File: config.mk
export PLATFORM = sky130hd
export DESIGN_NAME = c2c_sym_packer
export DESIGN_NICKNAME = d
export VERILOG_FILES = /design/src/rtl/c2c_sym_packer.sv
export SDC_FILE = /design/constraint.sdc
export NUM_CORES = 1
export LEC_CHECK = 0
export ABC_CLOCK_PERIOD_IN_PS = 3670
export CAP_MARGIN = 5
export CORE_ASPECT_RATIO = 0.7
export CORE_MARGIN = 2
export CORE_UTILIZATION = 58
export CTS_CLUSTER_DIAMETER = 50
export DETAILED_ROUTE_END_ITERATION = 10
export GPL_TIMING_DRIVEN = 0
export PLACE_DENSITY_LB_ADDON = 0.25
export SLEW_MARGIN = 10
export SYNTH_ARGS = -nofsm -noshare
export SYNTH_HDL_FRONTEND = slang
export SYNTH_SLANG_ARGS = --single-unit
File: constraint.sdc
create_clock -name CLK -period 3.67 [get_ports CLK]
set_input_delay 0.367 -clock CLK [delete_from_list [all_inputs] [get_ports CLK]]
set_output_delay 0.367 -clock CLK [all_outputs]
set_load 0.005 [all_outputs]
File: src/rtl/c2c_sym_packer.sv
`default_nettype none
// ============================================================================
// Module      : c2c_sym_packer
// Description : Pops {ctl,nib} symbols from the C2C FIFO, strips framing and
//               packs data nibbles LSB-first into words on a valid/ready port.
// Revision    : 1.0 - initial release
// ============================================================================
module c2c_sym_packer #(
    parameter int NIB_PER_WORD = 8,
    parameter int CW           = $clog2(NIB_PER_WORD + 1)
) (
    input  logic                      CLK,
    input  logic                      RST,
    output logic                      RDEN,
    input  logic [4:0]                RDATA,
    input  logic                      EMPTY,
    output logic                      O_VALID,
    input  logic                      O_READY,
    output logic [4*NIB_PER_WORD-1:0] O_DATA,
    output logic [CW-1:0]             O_NCNT,
    output logic                      O_LAST,
    output logic                      O_ERR,
    output logic [7:0]                ERR_CNT
);

    localparam int                 c_CNT_W    = $clog2(NIB_PER_WORD);
    localparam int                 c_DW       = 4 * NIB_PER_WORD;
    localparam logic [c_CNT_W-1:0] c_CNT_LAST = c_CNT_W'(NIB_PER_WORD - 1);

    typedef enum logic [0:0] {
        ST_HUNT = 1'b0,
        ST_FILL = 1'b1
    } state_t;

    state_t             r_state;
    state_t             w_state_nxt;
    logic [c_CNT_W-1:0] r_cnt;
    logic [c_CNT_W-1:0] w_cnt_nxt;
    logic [c_DW-1:0]    r_shift;
    logic [c_DW-1:0]    w_shift_nxt;
    logic [c_DW-1:0]    w_merged;

    logic               r_valid;
    logic [c_DW-1:0]    r_data;
    logic [CW-1:0]      r_ncnt;
    logic               r_last;
    logic               r_err;
    logic [7:0]         r_err_cnt;

    logic               w_slot_free;
    logic               w_rden;
    logic               w_is_data;
    logic               w_is_sof;
    logic               w_is_eof;
    logic               w_load;
    logic [c_DW-1:0]    w_load_data;
    logic [CW-1:0]      w_load_ncnt;
    logic               w_load_last;
    logic               w_err;

    // Popping only when the output register can take a load removes any need
    // for a second holding stage.
    assign w_slot_free = !r_valid || O_READY;
    assign w_rden      = !EMPTY && w_slot_free && !RST;
    assign RDEN        = w_rden;

    assign w_is_data = !RDATA[4];
    assign w_is_sof  = RDATA[4] && (RDATA[3:0] == 4'h1);
    assign w_is_eof  = RDATA[4] && (RDATA[3:0] == 4'h2);

    always_comb begin
        w_merged = r_shift;
        for (int k = 0; k < NIB_PER_WORD; k++) begin
            if (r_cnt == c_CNT_W'(k)) begin
                w_merged[4*k +: 4] = RDATA[3:0];
            end
        end
    end

    always_comb begin
        w_state_nxt = r_state;
        w_cnt_nxt   = r_cnt;
        w_shift_nxt = r_shift;
        w_load      = 1'b0;
        w_load_data = '0;
        w_load_ncnt = '0;
        w_load_last = 1'b0;
        w_err       = 1'b0;
        if (w_rden) begin
            case (r_state)
                ST_HUNT: begin
                    if (w_is_sof) begin
                        w_state_nxt = ST_FILL;
                        w_cnt_nxt   = '0;
                        w_shift_nxt = '0;
                    end
                end
                ST_FILL: begin
                    if (w_is_data) begin
                        if (r_cnt == c_CNT_LAST) begin
                            w_load      = 1'b1;
                            w_load_data = w_merged;
                            w_load_ncnt = CW'(NIB_PER_WORD);
                            w_cnt_nxt   = '0;
                            w_shift_nxt = '0;
                        end else begin
                            w_shift_nxt = w_merged;
                            w_cnt_nxt   = r_cnt + 1'b1;
                        end
                    end else if (w_is_eof) begin
                        // Untouched upper nibbles are already zero, giving the padding.
                        w_load      = 1'b1;
                        w_load_data = r_shift;
                        w_load_ncnt = CW'(r_cnt);
                        w_load_last = 1'b1;
                        w_state_nxt = ST_HUNT;
                        w_cnt_nxt   = '0;
                        w_shift_nxt = '0;
                    end else if (w_is_sof) begin
                        w_err       = 1'b1;
                        w_cnt_nxt   = '0;
                        w_shift_nxt = '0;
                    end
                end
                default: begin
                    w_state_nxt = ST_HUNT;
                end
            endcase
        end
    end

    always_ff @(posedge CLK or posedge RST) begin
        if (RST) begin
            r_state <= ST_HUNT;
            r_cnt   <= '0;
            r_shift <= '0;
        end else begin
            r_state <= w_state_nxt;
            r_cnt   <= w_cnt_nxt;
            r_shift <= w_shift_nxt;
        end
    end

    always_ff @(posedge CLK or posedge RST) begin
        if (RST) begin
            r_valid   <= 1'b0;
            r_data    <= '0;
            r_ncnt    <= '0;
            r_last    <= 1'b0;
            r_err     <= 1'b0;
            r_err_cnt <= '0;
        end else begin
            if (w_load) begin
                r_valid <= 1'b1;
                r_data  <= w_load_data;
                r_ncnt  <= w_load_ncnt;
                r_last  <= w_load_last;
            end else if (O_READY) begin
                r_valid <= 1'b0;
            end
            r_err <= w_err;
            if (w_err && (r_err_cnt != 8'hFF)) begin
                r_err_cnt <= r_err_cnt + 8'd1;
            end
        end
    end

    assign O_VALID = r_valid;
    assign O_DATA  = r_data;
    assign O_NCNT  = r_ncnt;
    assign O_LAST  = r_last;
    assign O_ERR   = r_err;
    assign ERR_CNT = r_err_cnt;

endmodule
`default_nettype wire

==> flow_summary_export.csv <==
group,metric,value,unit
yosys,synth_nets,360,
clocking,ctsHoldBuffers,0,
yosys,largest_family_of_logic_cells_by_synthesized_area,"compound AO/OA/AOI/OAI gates",
sta,tightestPinTransition,1207,ps
floorplan,core_region_area,6336,um2
sta,max_freq,308.9,MHz
yosys,synth-seq-cells,83,
place,dp.cells,489,
sta,final.period_utilization,88.21,%
routing,drtAntennaViolNets,0,
setup_path,timing.reg2reg.worst_path_depth,5,
clocking,cts_resized,0,
setup_path,critical_path.max_fanout,10,
yosys,synth_area_per_cell,11.20,um2
clocking,total_clock_buffers_created_by_cts,9,
routing,drt_pre_antenna_iters,5,
setup_path,cp_data_arrival_time,2870,ps
yosys,synth_edf_count,0,
yosys,proportion_of_synthesized_area_in_mux_cells,0.8772,%
pwr,p_leak,1.951,nW
yosys,netlist-cell-type-count,38,
place,placement.io_buffers,53,
layout,area_of_all_placed_cells_without_fillers,4720,um2
floorplan,chipHeight,72.18,um
sta,relSlewSlack,18.91,%
setup_path,cp_endpoint_kind,"primary output",
sta,final.setup_skew,9.133,ps
global_routing,grt-ovfl-total,0,
yosys,post_synth_inst_count,344,
clocking,clock-sinks,83,
sta,drv_slew,0,
clocking,cts.path.max_buffers,2,
yosys,yosys_most_used_dff,"dfrtp_1",
layout,area_delta_synth_final,22.55,%
layout,layoutNonFillerInstCount,505,
pwr,proportion_of_power_drawn_by_flip_flops_and_latches,50.8,%
place,dpl.hpwl,6.755,mm
clocking,htreeDepth,3,
yosys,synth-warning-count,0,
place,gp_congestion,0.8675,
sta,final_period_minus_worst_setup_slack,3237,ps
floorplan,ios,57,
yosys,synth_simple_gate_area_share,8.837,%
clocking,cts_tree,"built",
pwr,netSwitchingFraction,28.60,%
sta,grt_setup_unrepaired,"no",
setup_path,regToRegStartpoint,"O_VALID$_DFFE_PP0P_",
global_routing,antenna_violations_before_repair,0,
setup_path,regToRegEndpoint,"O_NCNT[0]$_DFFE_PP0P_",
sta,hold_viol,0,
layout,finish.net_count,425,
yosys,synth-adder-area-share,2.274,%
pwr,share_clk_of_total_power,31.4,%
yosys,ys_async_sr_fraction,100.0,%
routing,wl_per_cell,19.12,um
routing,wl,9.656,mm
setup_path,critical_path_buf_inv_count,4,
routing,vias,3198,
yosys,synth-seq-area-share,53.93,%
pwr,pwr-share-comb,17.8,%
routing,drc,0,
clocking,clkLatencyLatePin,360,ps
yosys,synth-xor-area-share,1.365,%
routing,drt-initial-drc-count,224,
yosys,synth.cell_area,3851,um2
pwr,p_sw,0.0005877,W
global_routing,grt_pass1_wl,15.84,mm
setup_path,rrSetupSlack,990,ps
sta,finalSetupViolations,0,
layout,final.fill_count,466,
setup_path,critPathLaunchType,"primary input",
clocking,clk_transition_reported_paths,80,ps
clocking,post_cts_buffers,0,
pwr,peakVddDrop,0.2852,mV
routing,detail_route.vias_per_cell,6.333,
setup_path,cp_cell_sequence,"clkdlybuf4s50_1, or2_2, clkbuf_1, nor2_1, clkbuf_1, clkdlybuf4s50_1",
pwr,power_per_cell_area,435.5,nW/um2
floorplan,die-area,7318,um2
layout,antenna_cells,0,
floorplan,floorplan_die_width,101.4,um
clocking,clk_root_buffer_cell,"clkbuf_8",
run_status,run_status,"complete, no violations",
flow_run,max_cap_violation_count,0,
setup_path,timing.critical_path.max_delay_family,"buffers and inverters",
global_routing,grt_pass1_vias,3084,
sta,timing.hold.ws,418.8,ps
global_routing,grt_max_degree,47,
layout,drive_gt1_share,9.179,%
pwr,p_int,0.001467,W
floorplan,placementRows,24,
place,placed_area,4526,um2
yosys,compound_cell_area_share_of_the_yosys_netlist,28.43,%
min_path,worstHoldPathType,"primary input to async pin",
setup_path,worst_path_max_delay_cell,"clkdlybuf4s50_1",
setup_path,critical-path-max-stage-delay,600,ps
setup_path,data_required_critical_path,3300,ps
global_routing,grt.total_usage,28.61,%
floorplan,initial_utilization,60.78,%
setup_path,worstSetupPathType,"primary input to primary output",
==> worst reg2reg max path, cell delays in order, from the launching register on <==
cell      delay [ps]
dfrtp_1          380
nor2b_1          140
clkbuf_1         210
nor3_1           980
nand2_1          480
a22o_1           370
==> power groups by stage <==
stage	sequential, W	clock (W)	combinational [W]
after floorplan	0.00105	0	0.000216
after global placement	0.00106	0	0.000343
after detailed placement	0.00106	0	0.000362
after CTS	0.00104	0.000651	0.000363
after global routing	0.00105	0.000685	0.000406
final	0.00104	0.000646	0.000365
==> flip-flops by register name, summed over array words and instances (netlist names) <==
name and count:
ERR_CNT 8, O_DATA 32, O_ERR 1, O_LAST 1
O_NCNT 4, O_VALID 1, r_cnt 3, r_shift 32
r_state 1
==> metal layers <==
metal	track usage, %	vias to the layer above	routed length [um]
met5	0	-	0
met4	8.859	0	106
met3	5.684	13	637
met2	42.46	134	4466
met1	43.02	1578	4446
li1	-	1473	-
==> synth_stat cells (4+ instances only) <==
cell / instances / area share, %
dfrtp_1: 83 / 54
a21oi_1: 48 / 6.2
a32o_1: 26 / 6.8
a32oi_1: 24 / 5.5
clkbuf_1: 19 / 1.9
o22ai_1: 13 / 2.1
nand2_1: 11 / 1.1
buf_2: 9 / 1.2
o2bb2ai_1: 8 / 1.8
ha_1: 7 / 2.3
nor2_1: 7 / 0.68
and2_1: 6 / 0.97
inv_1: 6 / 0.58
nand2b_1: 6 / 0.97
nor2b_1: 6 / 0.97
nor3_1: 6 / 0.78
xor2_1: 6 / 1.4
o21a_1: 5 / 0.97
o21ai_0: 5 / 0.65
a22oi_1: 4 / 0.78
a2bb2oi_1: 4 / 0.91
a311oi_1: 4 / 0.91
buf_1: 4 / 0.39
nor4_1: 4 / 0.65
==> final cells by class <==
cell class	count	area, um2	share of cell area [%]
multi-input cells	222	1609	34.09
clock buffers	10	127.6	2.704
repair buffers	54	558.0	11.82
clock inverters	6	66.31	1.405
well taps	91	113.9	2.413
plain buffers	33	142.6	3.022
inverters	6	25.02	0.5302
flip-flops and latches	83	2077	44.01
==> cells in the final DEF (no fill, tap or decap), drive strengths merged, types with 7 or more instances in the layout <==
master | synthesis | routed
nand2 | 11 | 11
clkdlybuf4s50 | 0 | 53
buf | 14 | 15
a21oi | 48 | 48
nor2 | 9 | 9
o22ai | 13 | 13
a32oi | 24 | 24
a32o | 26 | 26
dfrtp | 83 | 83
o2bb2ai | 8 | 8
ha | 7 | 7
clkbuf | 19 | 29
==> through the flow <==
step                util (%)  setup slack [ps]  setup TNS [ps]  total power (W)
floorplan                  -              1166               0         0.001269
global placement       70.95            -77.16           -6236         0.001400
detailed placement     71.43             500.5               0         0.001423
CTS                    74.49             488.9               0         0.002057
global route           74.49             344.9               0         0.002144
finish                 74.49             432.5               0         0.002055
==> how the worst max path moves through the flow <==
stage                     from                      to  slack (ps)  cells after the start
after global routing       RST                    RDEN         340                      6
after detailed placement   RST                    RDEN         500                      6
final                      RST                    RDEN         430                      6
after floorplan            RST  ERR_CNT[0]$_DFFE_PP0P_        1170                      1
after CTS                  RST                    RDEN         490                      6
after global placement     RST   O_DATA[9]$_DFFE_PP0P_         -80                      2
==> cell families (layout without fill, tap and decap cells) <==
family / Yosys count / count (layout)
mux: 3 / 3
buf+inv: 39 / 109
flops: 83 / 83
xor+xnor: 6 / 6
fa+ha+maj: 7 / 7
simple gates: 59 / 59
compound gates: 147 / 147
Note: power is estimated with default switching activity, not from simulation.
